===== src/rtl/parity_frame_rx.sv =====
// rtl/parity_frame_rx.sv - serial 8-bit frame receiver with parity/stop checking and a one-deep holding register
module parity_frame_rx #(
    parameter int ODD_PARITY = 0
) (
    input  logic       clk,
    input  logic       reset,
    input  logic       bit_tick,
    input  logic       rx_in,
    input  logic       data_ack,
    output logic [7:0] data_out,
    output logic       data_valid,
    output logic       parity_err,
    output logic       frame_err,
    output logic       overrun,
    output logic       busy
);

    typedef enum logic [1:0] {
        IDLE   = 2'd0,
        DATA   = 2'd1,
        PARITY = 2'd2,
        STOP   = 2'd3
    } state_t;

    localparam logic ODD = (ODD_PARITY != 0);

    state_t     state;
    logic [2:0] bit_cnt;
    logic [7:0] shift_reg;
    logic       par_bit;

    always_ff @(posedge clk) begin
        if (reset) begin
            state      <= IDLE;
            bit_cnt    <= 3'd0;
            shift_reg  <= 8'h00;
            par_bit    <= 1'b0;
            data_out   <= 8'h00;
            data_valid <= 1'b0;
            parity_err <= 1'b0;
            frame_err  <= 1'b0;
            overrun    <= 1'b0;
            busy       <= 1'b0;
        end else begin
            // The acknowledge clear is written first so a completing frame in the same cycle overrides it.
            if (data_ack && data_valid) begin
                data_valid <= 1'b0;
                parity_err <= 1'b0;
                frame_err  <= 1'b0;
                overrun    <= 1'b0;
            end

            if (bit_tick) begin
                case (state)
                    IDLE: begin
                        if (!rx_in) begin
                            state     <= DATA;
                            bit_cnt   <= 3'd0;
                            shift_reg <= 8'h00;
                            busy      <= 1'b1;
                        end
                    end
                    DATA: begin
                        shift_reg[bit_cnt] <= rx_in;
                        bit_cnt            <= bit_cnt + 3'd1;
                        if (bit_cnt == 3'd7) begin
                            state <= PARITY;
                        end
                    end
                    PARITY: begin
                        par_bit <= rx_in;
                        state   <= STOP;
                    end
                    STOP: begin
                        data_out   <= shift_reg;
                        parity_err <= (^shift_reg) ^ par_bit ^ ODD;
                        frame_err  <= ~rx_in;
                        data_valid <= 1'b1;
                        overrun    <= data_valid && !data_ack;
                        state      <= IDLE;
                        busy       <= 1'b0;
                    end
                    default: begin
                        state <= IDLE;
                        busy  <= 1'b0;
                    end
                endcase
            end
        end
    end

endmodule

===== config.mk =====
export PLATFORM = sky130hd
export DESIGN_NAME = parity_frame_rx
export DESIGN_NICKNAME = d
export VERILOG_FILES = /design/src/rtl/parity_frame_rx.sv
export SDC_FILE = /design/constraint.sdc
export NUM_CORES = 1
export LEC_CHECK = 0
export ABC_AREA = 1
export CORE_AREA = 2 2 53 55
export CTS_CLUSTER_DIAMETER = 100
export DETAILED_ROUTE_END_ITERATION = 10
export DIE_AREA = 0 0 55 57
export HOLD_SLACK_MARGIN = 0.15
export PLACE_DENSITY = 0.81
export SKIP_CTS_REPAIR_TIMING = 1
export SLEW_MARGIN = 20
export SYNTH_ARGS = -nofsm -noshare
export SYNTH_HDL_FRONTEND = slang
export SYNTH_SLANG_ARGS = --single-unit

===== constraint.sdc =====
create_clock -name clk -period 1.9 [get_ports clk]
set_input_delay 0.285 -clock clk [delete_from_list [all_inputs] [get_ports clk]]
set_output_delay 0.285 -clock clk [all_outputs]
set_load 0.02 [all_outputs]

==> results of run 1 <==
[synth_stat cells]
cell type and number:
nand2_1 43, nor3_1 9, xnor2_1 1, a22oi_1 2, o21ai_0 19, a21oi_1 19
inv_2 3, nand3_1 7, o21ai_2 1, buf_4 1, nand2_2 1, a211oi_1 1
clkbuf_1 2, inv_1 20, xor2_1 1, clkinv_2 1, nor2_1 19, a221oi_1 1
dfxtp_1 27, buf_1 1, ha_1 6
[power by group through the flow]
stage | Clock, uW | Sequential (uW) | Combinational, uW
global route | 286 | 604 | 186
floorplan | 0 | 621 | 102
finish | 248 | 600 | 165
CTS | 264 | 600 | 166
detailed placement | 0 | 612 | 166
global placement | 0 | 611 | 162
[routing by layer]
metal	global-route usage, %	vias up	routed length, um
met1	23.4	515	1230
met2	29.3	16	1160
met5	0	-	0
li1	-	635	-
met3	3.14	4	67
met4	5.23	0	21
[kinds of logic after synthesis]
family                   synth area share [%]
XOR/XNOR                                 1.36
adder cells (fa/ha/maj)                  5.81
flip-flops                               41.8
buffers and inverters                    8.52
AND/OR/NAND/NOR                          24.7
AO/OA/AOI/OAI                            17.8
[per-stage QoR]
stage	power [uW]	std cells	area, um2
detailed placement	778	230	1490
CTS	1030	234	1520
global placement	773	230	1490
global route	1080	234	1520
finish	1010	234	1520
floorplan	723	185	1290
[cell type report]
| type | count | area share, % |
|---|---|---|
| clock buffer | 3 | 1.48 |
| clock inverter | 1 | 0.494 |
| inverter | 24 | 6.01 |
| multi-input combinational | 130 | 42.2 |
| sequential | 27 | 35.6 |
| tap | 31 | 2.55 |
| timing repair buffer | 18 | 11.7 |
[cells in the final DEF, fill, tap and decap left out]
| cell | count |
|---|---|
| a211oi_1 | 1 |
| a21oi_1 | 19 |
| a221oi_1 | 1 |
| a22oi_1 | 2 |
| buf_4 | 1 |
| clkbuf_4 | 3 |
| clkdlybuf4s50_1 | 17 |
| clkinv_2 | 1 |
| clkinvlp_4 | 1 |
| dfxtp_1 | 27 |
| ha_1 | 6 |
| inv_1 | 20 |
| inv_2 | 3 |
| nand2_1 | 43 |
| nand2_2 | 1 |
| nand3_1 | 7 |
| nor2_1 | 19 |
| nor3_1 | 9 |
| o21ai_0 | 19 |
| o21ai_2 | 1 |
| xnor2_1 | 1 |
| xor2_1 | 1 |
[worst paths after layout]
path	depth (start not counted)	to
worst max-delay path	1	data_valid
worst max register to register	9	shift_reg[2]
worst min register to register	2	shift_reg[3]
worst min-delay path	2	shift_reg[3]
==> impl_metrics.json, run 1 <==
{
  "cp_data_arrival_time_ns": 1.31,
  "antenna_left": 0,
  "antenna_cells": 0,
  "final_nets": 215,
  "seq_area_frac_synth_pct": 41.8,
  "hold_viol_final": 0,
  "seqCellArea_um2": 541,
  "p_leak_uw": 0.000618,
  "wl_per_cell_um": 10.6,
  "max_cap_violations": 0,
  "report.final.setup_viol": 0,
  "status": "finished clean",
  "critPathMaxStageDelay_ns": 0.61,
  "cellInternalPower_uw": 728,
  "syn_to_final_growth_pct": 17.6,
  "critPathBufInv": 1,
  "p_per_area_nw_per_um2": 667,
  "pwr-share-seq_pct": 59.2,
  "timing.setup.tns_ns": 0,
  "hp-start": "shift_reg[3]",
  "wirelength_mm": 2.48,
  "dp_hpwl_mm": 1.94,
  "ys_ff_latch": 27,
  "rsz0062_at_grt": "no",
  "ctsRootBufferMaster": "clkbuf_4",
  "ys_types": 21,
  "crit_slowest_cell": "clkdlybuf4s50_1",
  "path_delay_family": "buffers and inverters",
  "crit_start": "data_valid",
  "die_area_um2": 3140,
  "vias_per_cell": 5.00,
  "fin_util_pct": 58.1,
  "clock_latency_ns": 0.32,
  "relSlewSlack_pct": 69.6,
  "avgSynthCellArea_um2": 6.99,
  "place_ws_ns": 0.134,
  "post-route-drc-count": 0,
  "hold_class": "reg -> reg",
  "die_width_um": 55,
  "multi_input_area_um2": 642,
  "maxSlewViolCount": 0,
  "drtPass1Iterations": 6,
  "grt_antenna_before_repair": 0,
  "setup_slack_ns": 0.309,
  "grt_pass1_wl_mm": 4.21,
  "fin_crit_ns": 1.59,
  "place.gp.congestion": 0.787,
  "r2r_slack_ns": 0.33,
  "netlist_area_um2": 1290,
  "combPwrFrac_pct": 16.3,
  "grt_pass1_vias": 1005,
  "drt_iter0_drc": 25,
  "path_cells": "clkdlybuf4s50_1",
  "grt_max_degree": 18,
  "cp_max_fo": 3,
  "ir_worst_vdd_mv": 0.505,
  "fillers": 266,
  "overflow": 0,
  "numPortBuffers": 17,
  "clockBufferDepth": 2,
  "netlist_instances": 185,
  "critPathKind": "reg -> out",
  "synth_nets": 196,
  "cp-end-kind": "primary output",
  "p_sw_share_pct": 28.1,
  "die_height_um": 57,
  "period_share_pct": 83.7,
  "fin_skew_ns": 0.00634,
  "drive_gt1_share_pct": 5.42,
  "gr-usage-all-layers_pct": 17.8,
  "cp_data_required_time_ns": 1.62,
  "synth_warnings": 0,
  "tightest_slew_ns": 0.456,
  "hold-worst-slack_ns": 0.495,
  "vias": 1170,
  "yosysTopAreaCellShare_pct": 41.8,
  "fmax_mhz": 629,
  "rows": 19,
  "yosys-top-cells-area": "dfxtp_1, nand2_1, a21oi_1, o21ai_0, ha_1",
  "core_area_um2": 2620,
  "numClockSinks": 27,
  "p_clk_share_pct": 24.5,
  "numCtsBuffers": 3,
  "switchingPower_uw": 285,
  "cts_htree_levels": 1,
  "r2r-start": "state[0]",
  "clk_pin_slew_ns": 0.15,
  "cts_tree": "done",
  "start_util_pct": 49.4,
  "io-pin-count": 18,
  "yosysTopAreaCell": "dfxtp_1",
  "critPathLaunchType": "register"
}
No activity file was read; power rests on OpenSTA's default activity.
==> run 2, diff against run 1 <==
==> constraint.sdc (replaced) <==
create_clock -name clk -period 1.55 [get_ports clk]
set_input_delay 0.2325 -clock clk [delete_from_list [all_inputs] [get_ports clk]]
set_output_delay 0.2325 -clock clk [all_outputs]
set_load 0.02 [all_outputs]
==> run 2 against run 1 <==
  * Sequential share of layout area down 2.0 points
  * Cell area rose by 6.6%
  * Highest routed layer unchanged
  * Clock power grew 26%
==> impl_metrics.json, run 2 (same netlist as run 1, synthesis figures left out) <==
{
  "numPortBuffers": 17,
  "wirelength_mm": 2.55,
  "numCtsBuffers": 3,
  "clockBufferDepth": 2,
  "cp_max_fo": 8,
  "seqCellArea_um2": 543,
  "fmax_mhz": 685,
  "die_area_um2": 3140,
  "vias": 1198,
  "die_width_um": 55,
  "drive_gt1_share_pct": 9.18,
  "gr-usage-all-layers_pct": 18.3,
  "p_per_area_nw_per_um2": 789,
  "totalPowerFinal_uw": 1280,
  "mostFrequentLayoutCells": "nand2_1, dfxtp_1, inv_1",
  "hold-worst-slack_ns": 0.471,
  "antenna_left": 0,
  "wl_per_cell_um": 10.7,
  "grt_pass1_vias": 1067,
  "dp_cells": 234,
  "hold_class": "reg -> reg",
  "start_util_pct": 49.4,
  "final_common_cell": "nand2_1",
  "io-pin-count": 18,
  "drt_iter0_drc": 18,
  "vias_per_cell": 5.03,
  "rsz0062_at_grt": "no",
  "cp_data_arrival_time_ns": 1.70,
  "drtPass1Iterations": 4,
  "final_area_um2": 1620,
  "core_area_um2": 2620,
  "report.final.setup_viol": 0,
  "syn_to_final_growth_pct": 25.4,
  "antenna_cells": 0,
  "multi_input_area_um2": 664,
  "fillers": 232,
  "fin_crit_ns": 1.46,
  "dp_hpwl_mm": 1.83,
  "tightest_slew_ns": 0.317,
  "grt_pass1_wl_mm": 4.28,
  "rows": 19,
  "final_nets": 219,
  "clock_latency_ns": 0.33,
  "period_share_pct": 94.1,
  "critPathLaunchType": "register",
  "die_height_um": 57,
  "overflow": 0,
  "p_leak_uw": 0.000879,
  "ir_worst_vdd_mv": 0.510,
  "placed_area_um2": 1530,
  "stdcell_count": 238,
  "timing.setup.tns_ns": 0,
  "grt_antenna_before_repair": 0,
  "critPathKind": "reg -> reg",
  "numClockSinks": 27,
  "cp-end-kind": "register",
  "ctsRootBufferMaster": "clkbuf_4",
  "max_cap_violations": 0,
  "grt_max_degree": 18,
  "maxSlewViolCount": 0,
  "place.gp.congestion": 0.786,
  "relSlewSlack_pct": 78.8,
  "clk_pin_slew_ns": 0.14,
  "status": "finished clean",
  "cts_htree_levels": 1,
  "cts_tree": "done",
  "post-route-drc-count": 0,
  "hold_viol_final": 0,
  "fin_skew_ns": 0.00640,
  "cp_data_required_time_ns": 1.79
}
## run 2: cell count changes in the layout (fill, tap and decap cells not counted), sizes merged
cell	delta
dlymetal6s2s	+13
buf	+4
clkdlybuf4s50	-13
## run 2: layout make-up
type	instances	area share, %
Timing Repair Buffer	22	15.6
Multi-Input combinational cell	130	41.0
Clock buffer	3	1.39
Tap cell	31	2.39
Inverter	24	5.64
Clock inverter	1	0.463
Sequential cell	27	33.5
## run 2: metal layers
| metal | routed length, um | GRT usage (%) |
|---|---|---|
| met5 | 0 | 0 |
| met4 | 25 | 8.36 |
| met3 | 86 | 3.14 |
| met1 | 1230 | 22.6 |
| met2 | 1220 | 30.3 |
## run 2: path summary, 6_finish.rpt
| path | end | slack (ns) | cells past startpoint | from |
|---|---|---|---|---|
| worst max-delay path | state[0] | 0.09 | 7 | bit_cnt[0] |
| worst min-delay path | frame_err | 0.47 | 2 | frame_err |
| worst max register to register | state[0] | 0.09 | 7 | bit_cnt[0] |
| worst min register to register | frame_err | 0.47 | 2 | frame_err |
## run 2: stage by stage
stage / util, % / setup slack (ns)
6_report: 62.0 / 0.0911
3_5_place_dp: 58.6 / 0.0794
5_1_grt: 62.0 / 0.0123
4_1_cts: 59.8 / 0.00110
2_1_floorplan: - / 0.201
3_3_place_gp: 58.6 / 0.118
## run 2: power breakdown
group | switching [uW] | internal (uW)
clock network | 214 | 98.8
registers | 17.2 | 719
logic | 136 | 92.4
## run 2: critical path: stages (launching register included)
cell      delay [ns]
dfxtp_1         0.40
ha_1            0.23
ha_1            0.19
nor2_1          0.14
nor2_1          0.06
inv_1           0.11
nor3_1          0.07
a211oi_1        0.17
==> run 3, diff against run 2 <==
--- a/config.mk
+++ b/config.mk
@@ -6,6 +6,7 @@
 export NUM_CORES = 1
 export LEC_CHECK = 0
 export ABC_AREA = 1
+export CAP_MARGIN = 30
 export CORE_AREA = 2 2 53 55
 export CTS_CLUSTER_DIAMETER = 100
 export DETAILED_ROUTE_END_ITERATION = 10
==> results of run 3 <==
Same layout as run 2: the final DEF is identical, and so are final timing and power.
